[src/rtl/mult_pkg.sv]
// Shared types and default widths for the Booth multiplier sequencer.
// Holds the FSM state enum and the default width/timeout parameters.
package mult_pkg;

  localparam int ANCHO_OP_DEF  = 3;
  localparam int ANCHO_RES_DEF = 2 * ANCHO_OP_DEF;
  localparam int TIMEOUT_DEF   = 16;

  typedef enum logic [2:0] {
    REPOSO,
    ARRANQUE,
    ESPERA_BAJA,
    ESPERA_FIN,
    ENTREGA
  } estado_t;

endpackage

[src/rtl/secuenciador_mult_temporizador_espera.sv]
// Wait-cycle timer for the multiplier sequencer.
// Ports: clk, rst_n, limpiar_i (clear), habilitar_i (count), vencido_o (terminal).
module temporizador_espera
  import mult_pkg::*;
#(
  parameter int TIMEOUT_CICLOS = TIMEOUT_DEF
) (
  input  logic clk,
  input  logic rst_n,
  input  logic limpiar_i,
  input  logic habilitar_i,
  output logic vencido_o
);

  localparam int AW = $clog2(TIMEOUT_CICLOS + 1);

  logic [AW-1:0] cuenta_q;
  logic [AW-1:0] cuenta_d;

  always_comb begin
    cuenta_d = cuenta_q;
    if (limpiar_i) begin
      cuenta_d = '0;
    end else if (habilitar_i) begin
      cuenta_d = cuenta_q + 1'b1;
    end
  end

  always_ff @(posedge clk or negedge rst_n) begin
    if (!rst_n) begin
      cuenta_q <= '0;
    end else begin
      cuenta_q <= cuenta_d;
    end
  end

  // Flags the enabled cycle whose increment brings the count to the limit,
  // so the FSM leaves on exactly the TIMEOUT_CICLOS-th wait cycle.
  assign vencido_o = habilitar_i &&
                     (cuenta_q == AW'(TIMEOUT_CICLOS - 1));

endmodule

[src/rtl/secuenciador_mult.sv]
// Valid/ready front/back end around the Booth multiplier: latch, start, wait, deliver.
// Ports: ent_* input channel, mult_* multiplier side, sal_* output channel, ocupado, num_ops.
module secuenciador_mult
  import mult_pkg::*;
#(
  parameter int ANCHO_OP       = ANCHO_OP_DEF,
  parameter int ANCHO_RES      = 2 * ANCHO_OP,
  parameter int TIMEOUT_CICLOS = TIMEOUT_DEF,
  parameter int ANCHO_CNT      = 8
) (
  input  logic                 clk,
  input  logic                 rst_n,
  input  logic                 ent_valido,
  output logic                 ent_listo,
  input  logic [ANCHO_OP-1:0]  ent_multiplicador,
  input  logic [ANCHO_OP-1:0]  ent_multiplicando,
  output logic [ANCHO_OP-1:0]  mult_multiplicador,
  output logic [ANCHO_OP-1:0]  mult_multiplicando,
  output logic                 mult_start,
  input  logic                 mult_fin,
  input  logic [ANCHO_RES-1:0] mult_resultado,
  output logic                 sal_valido,
  input  logic                 sal_listo,
  output logic [ANCHO_RES-1:0] sal_resultado,
  output logic                 sal_error,
  output logic                 ocupado,
  output logic [ANCHO_CNT-1:0] num_ops
);

  estado_t              estado_q;
  logic                 listo_q;
  logic                 start_q;
  logic                 valido_q;
  logic                 error_q;
  logic                 ocupado_q;
  logic [ANCHO_OP-1:0]  mr_q;
  logic [ANCHO_OP-1:0]  md_q;
  logic [ANCHO_RES-1:0] res_q;
  logic [ANCHO_CNT-1:0] ops_q;

  logic limpiar;
  logic espera;
  logic vencido;

  assign limpiar = (estado_q == ARRANQUE);
  assign espera  = (estado_q == ESPERA_BAJA) ||
                   (estado_q == ESPERA_FIN);

  temporizador_espera #(
    .TIMEOUT_CICLOS(TIMEOUT_CICLOS)
  ) u_temporizador (
    .clk        (clk),
    .rst_n      (rst_n),
    .limpiar_i  (limpiar),
    .habilitar_i(espera),
    .vencido_o  (vencido)
  );

  // listo_q keeps the input channel closed until the first edge after reset.
  always_ff @(posedge clk or negedge rst_n) begin
    if (!rst_n) begin
      estado_q  <= REPOSO;
      listo_q   <= 1'b0;
      start_q   <= 1'b0;
      valido_q  <= 1'b0;
      error_q   <= 1'b0;
      ocupado_q <= 1'b0;
      mr_q      <= '0;
      md_q      <= '0;
      res_q     <= '0;
      ops_q     <= '0;
    end else begin
      listo_q <= 1'b1;
      start_q <= 1'b0;
      unique case (estado_q)
        REPOSO: begin
          if (ent_valido && listo_q) begin
            mr_q      <= ent_multiplicador;
            md_q      <= ent_multiplicando;
            start_q   <= 1'b1;
            ocupado_q <= 1'b1;
            estado_q  <= ARRANQUE;
          end
        end
        ARRANQUE: begin
          estado_q <= ESPERA_BAJA;
        end
        ESPERA_BAJA: begin
          if (vencido) begin
            res_q    <= '0;
            error_q  <= 1'b1;
            valido_q <= 1'b1;
            estado_q <= ENTREGA;
          end else if (!mult_fin) begin
            estado_q <= ESPERA_FIN;
          end
        end
        ESPERA_FIN: begin
          // fin is checked first so it wins over a coincident timeout
          if (mult_fin) begin
            res_q    <= mult_resultado;
            error_q  <= 1'b0;
            valido_q <= 1'b1;
            estado_q <= ENTREGA;
          end else if (vencido) begin
            res_q    <= '0;
            error_q  <= 1'b1;
            valido_q <= 1'b1;
            estado_q <= ENTREGA;
          end
        end
        ENTREGA: begin
          if (sal_listo) begin
            valido_q  <= 1'b0;
            ocupado_q <= 1'b0;
            ops_q     <= ops_q + 1'b1;
            estado_q  <= REPOSO;
          end
        end
        default: begin
          estado_q <= REPOSO;
        end
      endcase
    end
  end

  assign ent_listo          = (estado_q == REPOSO) && listo_q;
  assign mult_multiplicador = mr_q;
  assign mult_multiplicando = md_q;
  assign mult_start         = start_q;
  assign sal_valido         = valido_q;
  assign sal_resultado      = res_q;
  assign sal_error          = error_q;
  assign ocupado            = ocupado_q;
  assign num_ops            = ops_q;

endmodule

[config.mk]
export PLATFORM = sky130hd
export DESIGN_NAME = secuenciador_mult
export DESIGN_NICKNAME = d
export VERILOG_FILES = /design/src/rtl/mult_pkg.sv /design/src/rtl/secuenciador_mult_temporizador_espera.sv /design/src/rtl/secuenciador_mult.sv
export SDC_FILE = /design/constraint.sdc
export NUM_CORES = 1
export LEC_CHECK = 0
export CELL_PAD_IN_SITES_DETAIL_PLACEMENT = 1
export CELL_PAD_IN_SITES_GLOBAL_PLACEMENT = 1
export CORE_AREA = 4 4 68 70
export CTS_CLUSTER_SIZE = 16
export DETAILED_ROUTE_END_ITERATION = 6
export DIE_AREA = 0 0 72 74
export PLACE_DENSITY = 0.75
export SLEW_MARGIN = 20
export SYNTH_ARGS = -nofsm -noshare
export SYNTH_HDL_FRONTEND = slang
export SYNTH_SLANG_ARGS = --single-unit
[constraint.sdc]
create_clock -name clk -period 1.8 [get_ports clk]
set_clock_uncertainty 0.1 [all_clocks]
set_input_delay 0.36 -clock clk [delete_from_list [all_inputs] [get_ports clk]]
set_output_delay 0.36 -clock clk [all_outputs]
set_load 0.005 [all_outputs]
Word level (Yosys, flattened, before mapping)
Cells that the tools add are included.
{"block": "word_totals", "reg_bits": 33, "output_inout_bits": 25, "elab_cells": 59}
{"block": "classes", "mux": 23, "addsub": 2, "reduce_logical": 14, "eq_ne": 9}
{"cell": "$mux W3", "count": 6}
{"cell": "$pmux W3 S5", "count": 1}
{"cell": "$mux W6", "count": 2}
{"cell": "$pmux W6 S2", "count": 1}
{"cell": "$mux W5", "count": 2}
{"cell": "$add A8 B1 Y8 const B", "count": 1}
{"cell": "$mux W1", "count": 8}
{"cell": "$eq A3 B2 Y1 const B", "count": 2}
{"cell": "$ne A3 B2 Y1 const B", "count": 2}
{"cell": "$reduce_and A2 Y1", "count": 3}
{"cell": "$reduce_bool A2 Y1", "count": 3}
{"cell": "$add A5 B1 Y5 const B", "count": 1}
{"cell": "$eq A5 B4 Y1 const B", "count": 1}
{"cell": "$ne A2 B2 Y1 const B", "count": 2}
{"cell": "$pmux W1 S2", "count": 2}
{"cell": "$reduce_and A4 Y1", "count": 1}
{"cell": "$eq A3 B1 Y1 const B", "count": 1}
{"cell": "$eq A3 B3 Y1 const B", "count": 1}
{"cell": "$logic_and A1 B1 Y1", "count": 3}
{"cell": "$logic_not A3 Y1", "count": 1}
{"cell": "$pmux W1 S3", "count": 1}
{"cell": "$reduce_and A3 Y1", "count": 1}
{"cell": "$reduce_bool A3 Y1", "count": 1}
{"cell": "$logic_or A1 B1 Y1", "count": 1}

Depth between registers and ports, before layout
{"block": "logic_depth", "ltp_word": 6, "mapped_depth": 6, "mapped_depth_nobuf": 6}

By module
Synthesis repeated with hierarchy kept, for this count alone.
{"block": "unflattened", "cells_unflattened": 112, "hier_area_um2": 1472.7}
{"mod": "secuenciador_mult", "cells_per_inst": 88, "area_each_um2": 1187.4, "n_inst": 1}
{"mod": "temporizador_espera", "cells_per_inst": 24, "area_each_um2": 285.3, "n_inst": 1}

Worst setup path after synthesis
Ideal clock, no wire load.
{"block": "synth_timing", "kind": "reg-to-reg", "from": "register u_temporizador.cuenta_q[0]", "to": "register estado_q[2]", "stages_incl_launch_ff": 7, "required_ns": 1.569, "setup_time_ns": 0.131, "n_path_buf": 0, "arrival_time_ns": 1.363, "path_slack_ns": 0.206, "path_cell_list": "dfrtp_1 > ha_1 > and3_1 > ha_1 > a21o_1 > nand2_1 > o21ai_1"}
{"block": "synth_via", "elab_chain_cells": 4, "word_cells_on_any_way": 7}
{"element": "from (decl)", "line_no": "secuenciador_mult_temporizador_espera.sv:17", "text": "logic [AW-1:0] cuenta_q;"}
{"element": "from (signal assigned)", "line_no": "secuenciador_mult_temporizador_espera.sv:33", "text": "cuenta_q <= cuenta_d;"}
{"element": "$eq A5 B4 Y1 *", "line_no": "secuenciador_mult_temporizador_espera.sv:40", "text": "(cuenta_q == AW'(TIMEOUT_CICLOS - 1));"}
{"element": "$logic_and A1 B1 Y1 *", "line_no": "secuenciador_mult_temporizador_espera.sv:39", "text": "assign vencido_o = habilitar_i &&"}
{"element": "$mux W3 / $ne A3 B2 Y1 (equally long branches)"}
{"element": "$pmux W3 S5 / $reduce_and A4 Y1 (equally long branches)"}
{"element": "to (signal assigned)", "line_no": "secuenciador_mult.sv:82", "text": "estado_q <= ARRANQUE;"}
{"element": "to (signal assigned)", "line_no": "secuenciador_mult.sv:93", "text": "estado_q <= ENTREGA;"}
{"element": "to (signal assigned)", "line_no": "secuenciador_mult.sv:95", "text": "estado_q <= ESPERA_FIN;"}
{"element": "to (decl)", "line_no": "secuenciador_mult.sv:30", "text": "estado_t estado_q;"}
Every way passes the cells marked *; elsewhere a longest branch is shown, timed or not.
A chain may end at the register's enable or synchronous reset.

Worst setup path in the final report
{"block": "layout_timing", "from": "register ops_q[1] (netlist: num_ops[1])", "to": "output port num_ops[1]"}
{"element": "from (decl)", "line_no": "secuenciador_mult.sv:39", "text": "logic [ANCHO_CNT-1:0] ops_q;"}
{"element": "from (signal assigned)", "line_no": "secuenciador_mult.sv:116", "text": "ops_q <= ops_q + 1'b1;"}
{"element": "to (decl)", "line_no": "secuenciador_mult.sv:27", "text": "output logic [ANCHO_CNT-1:0] num_ops"}
No word-level cell between the ends.

==> results.sh <==
export IMPL_outcome="completed"
export IMPL_hold_viol=0
export IMPL_first_pass_iters=4
export IMPL_min_period_ns=1.737
export IMPL_area_growth_pct=42.60
export IMPL_critPathArrivalTime_ns=1.28
export IMPL_yosys_top_cells_area="dfrtp_1 60%, mux2_4 6.5%, a22o_1 5.1%"
export IMPL_grt_use_met1=0.1753
export IMPL_worstPathRequired_ns=1.34
export IMPL_place_inst=202
export IMPL_top_usage_layer="met2"
export IMPL_post_route_util=0.4978
export IMPL_vias_per_cell=4.895
export IMPL_path_class="reg2out"
export IMPL_endpoint_kind="output pin"
export IMPL_drt_iter0_markers=49
export IMPL_ys_warn_count=0
export IMPL_syn_nets=127
export IMPL_async_flop_share=1.000
export IMPL_clk_pin_slew_ns=0.06
export IMPL_ys_flop_type="dfrtp_1"
export IMPL_postRouteAntennaNets=0
export IMPL_grt_max_degree=34
export IMPL_cp_slowest_cell="clkdlybuf4s50_1"
export IMPL_dr_total_vias=1028
export IMPL_worst_path_buf_inv=1
export IMPL_start_util=0.3491
export IMPL_core_region_area_mm2=0.003971
export IMPL_syn_inst=107
export IMPL_grt_use_met2=0.2306
export IMPL_grt_use_met3=0.05135
export IMPL_postCtsHoldBufs=0
export IMPL_hpwl_um=2476
export IMPL_nFillCells=439
export IMPL_grt_overflow=0
export IMPL_drcViolationCount=0
export IMPL_insertion_delay_ns=0.28
export IMPL_synth_edf_count=0
export IMPL_clockRootBuffer="clkbuf_8"
export IMPL_grt_total_usage=0.1434
export IMPL_antenna_cells=0
export IMPL_cts_tree="done"
export IMPL_fmax_ghz=0.5759
export IMPL_setup_violations=0
export IMPL_place_congestion=0.7485
export IMPL_synth_area_mm2=0.001386
export IMPL_powerDensity_mw_per_mm2=1450
export IMPL_cp_top_family="buffers and inverters"
export IMPL_drt_wl_total_um=3369
export IMPL_final_nets=179
export IMPL_path_max_fanout=6
export IMPL_avgRoutedWirePerCell_um=16.04
export IMPL_io_pins=42
export IMPL_drv_cap=0
export IMPL_yosysTopAreaCellShare=0.5957
export IMPL_p_leak_nw=0.9198
export IMPL_cts_made_buffers=5
export IMPL_slew_viol_final=0
export IMPL_worst_setup_path_start_kind="flop"
export IMPL_cpPeakStageDelay_ns=0.54
export IMPL_fin_crit_sh=0.9648
export IMPL_die_x_um=72
export IMPL_synth_seq_area_share=0.5957
export IMPL_final_layout_size_suffix_gt1_frac=0.1625
export IMPL_grt_pass1_vias=1100
export IMPL_grt_first_pass_wirelength_um=5720
export IMPL_portBuffers=41
export IMPL_rsz0062_at_grt="no"
export IMPL_grt_antenna_before_repair=0
export IMPL_layoutNonFillerInstCount=210
export IMPL_clock_sink_count=33
export IMPL_die_h_um=74
export IMPL_die_area_mm2=0.005328
export IMPL_yosysTopAreaCell="dfrtp_1"
export IMPL_clockBufferDepth=2
export IMPL_postSynthAreaPerCell_um2=12.96
export IMPL_hp_class="reg2reg"
export IMPL_path_cells="clkdlybuf4s50_1"
export IMPL_ys_types=29
export IMPL_cts_htree_levels=2
export IMPL_rows=23
export IMPL_final_cell_mix="40 x clkdlybuf4s50_1, 32 x dfrtp_1, 12 x nand2_1"
export IMPL_synth_seq_cells=33
export IMPL_mostFrequentLayoutCell="clkdlybuf4s50_1"
export IMPL_ir_drop_mv=0.5825
[cell usage after synthesis, types with 2 or more instances]
master	count
nand4_1	3
and3_1	4
a22o_1	8
buf_2	2
dfrtp_1	33
nand3_1	4
nand2_1	13
mux2_4	6
ha_1	3
nor2_1	3
xnor2_1	7
o21ai_1	3
a21oi_1	2
[stage by stage]
stage          setup WS, ns  cell area [um^2]  power [W]  setup TNS [ns]  hold WS [ns]
2_1_floorplan        0.2064              1386   0.001727               0      -0.03559
3_3_place_gp        0.02292              1891   0.002292               0        0.3647
3_5_place_dp       -0.01943              1891   0.002358        -0.03394        0.3676
4_1_cts             0.01180              1972   0.002897               0        0.3830
5_1_grt            0.009194              1977   0.003087               0        0.3923
6_report            0.06344              1977   0.002866               0        0.3728
[flip-flops by register name (all words and copies together), names as in the netlist]
name,flops
mult_multiplicando,3
mult_start,1
mult_multiplicador,3
estado_q,3
sal_valido,1
listo_q,1
sal_resultado,6
ocupado,1
sal_error,1
num_ops,8
u_temporizador.cuenta_q,5
[final timing paths]
path / start / end / slack, ns / depth (start not counted)
worst max-delay path: num_ops[1] / num_ops[1] / 0.06 / 1
min in group asynchronous: rst_n / num_ops[3] / 0.39 / 2
max in group asynchronous: rst_n / num_ops[0] / 0.90 / 2
worst min register to register: num_ops[7] / num_ops[7] / 0.37 / 1
worst max register to register: u_temporizador.cuenta_q[0] / sal_resultado[3] / 0.09 / 6
worst min-delay path: num_ops[7] / num_ops[7] / 0.37 / 1
[where the power goes]
group	total, W	internal [W]	switching [W]
sequential	0.00120	0.00100	0.000194
clock	0.000521	0.000274	0.000247
combinational	0.00115	0.000700	0.000448
[area by class of cell]
type | count | area, um^2 | share of cell area
Sequential cell | 33 | 827.0 | 0.4184
Multi-Input combinational cell | 69 | 541.8 | 0.2741
Timing Repair Buffer | 48 | 457.9 | 0.2316
Clock buffer | 8 | 80.08 | 0.04051
Tap cell | 50 | 62.56 | 0.03165
Inverter | 2 | 7.507 | 0.003797
[kinds of logic (layout without fill, tap and decap cells)]
group | Yosys count | count (layout) | share of synthesized area
simple gates | 34 | 34 | 0.1453
mux | 7 | 7 | 0.07311
xor+xnor | 7 | 7 | 0.04422
buf+inv | 5 | 58 | 0.02075
compound gates | 17 | 17 | 0.09116
other cells | 1 | 1 | 0.002705
fa+ha+maj | 3 | 3 | 0.02708
flops | 33 | 33 | 0.5957
[metal layers]
metal,vias to the layer above,part of all wire
met4,0,0.021
met5,-,0
met1,511,0.41
met3,9,0.057
met2,27,0.51
li1,481,-
[timing repair]
action / in CTS / in global routing
pin swaps: 0 / 1
hold endpoints to repair: 0 / 0
endpoints found under the setup margin: 8 / 9
gates resized for setup: 2 / 5
setup buffers: 0 / 0
Power figures use the tool's default switching activity.
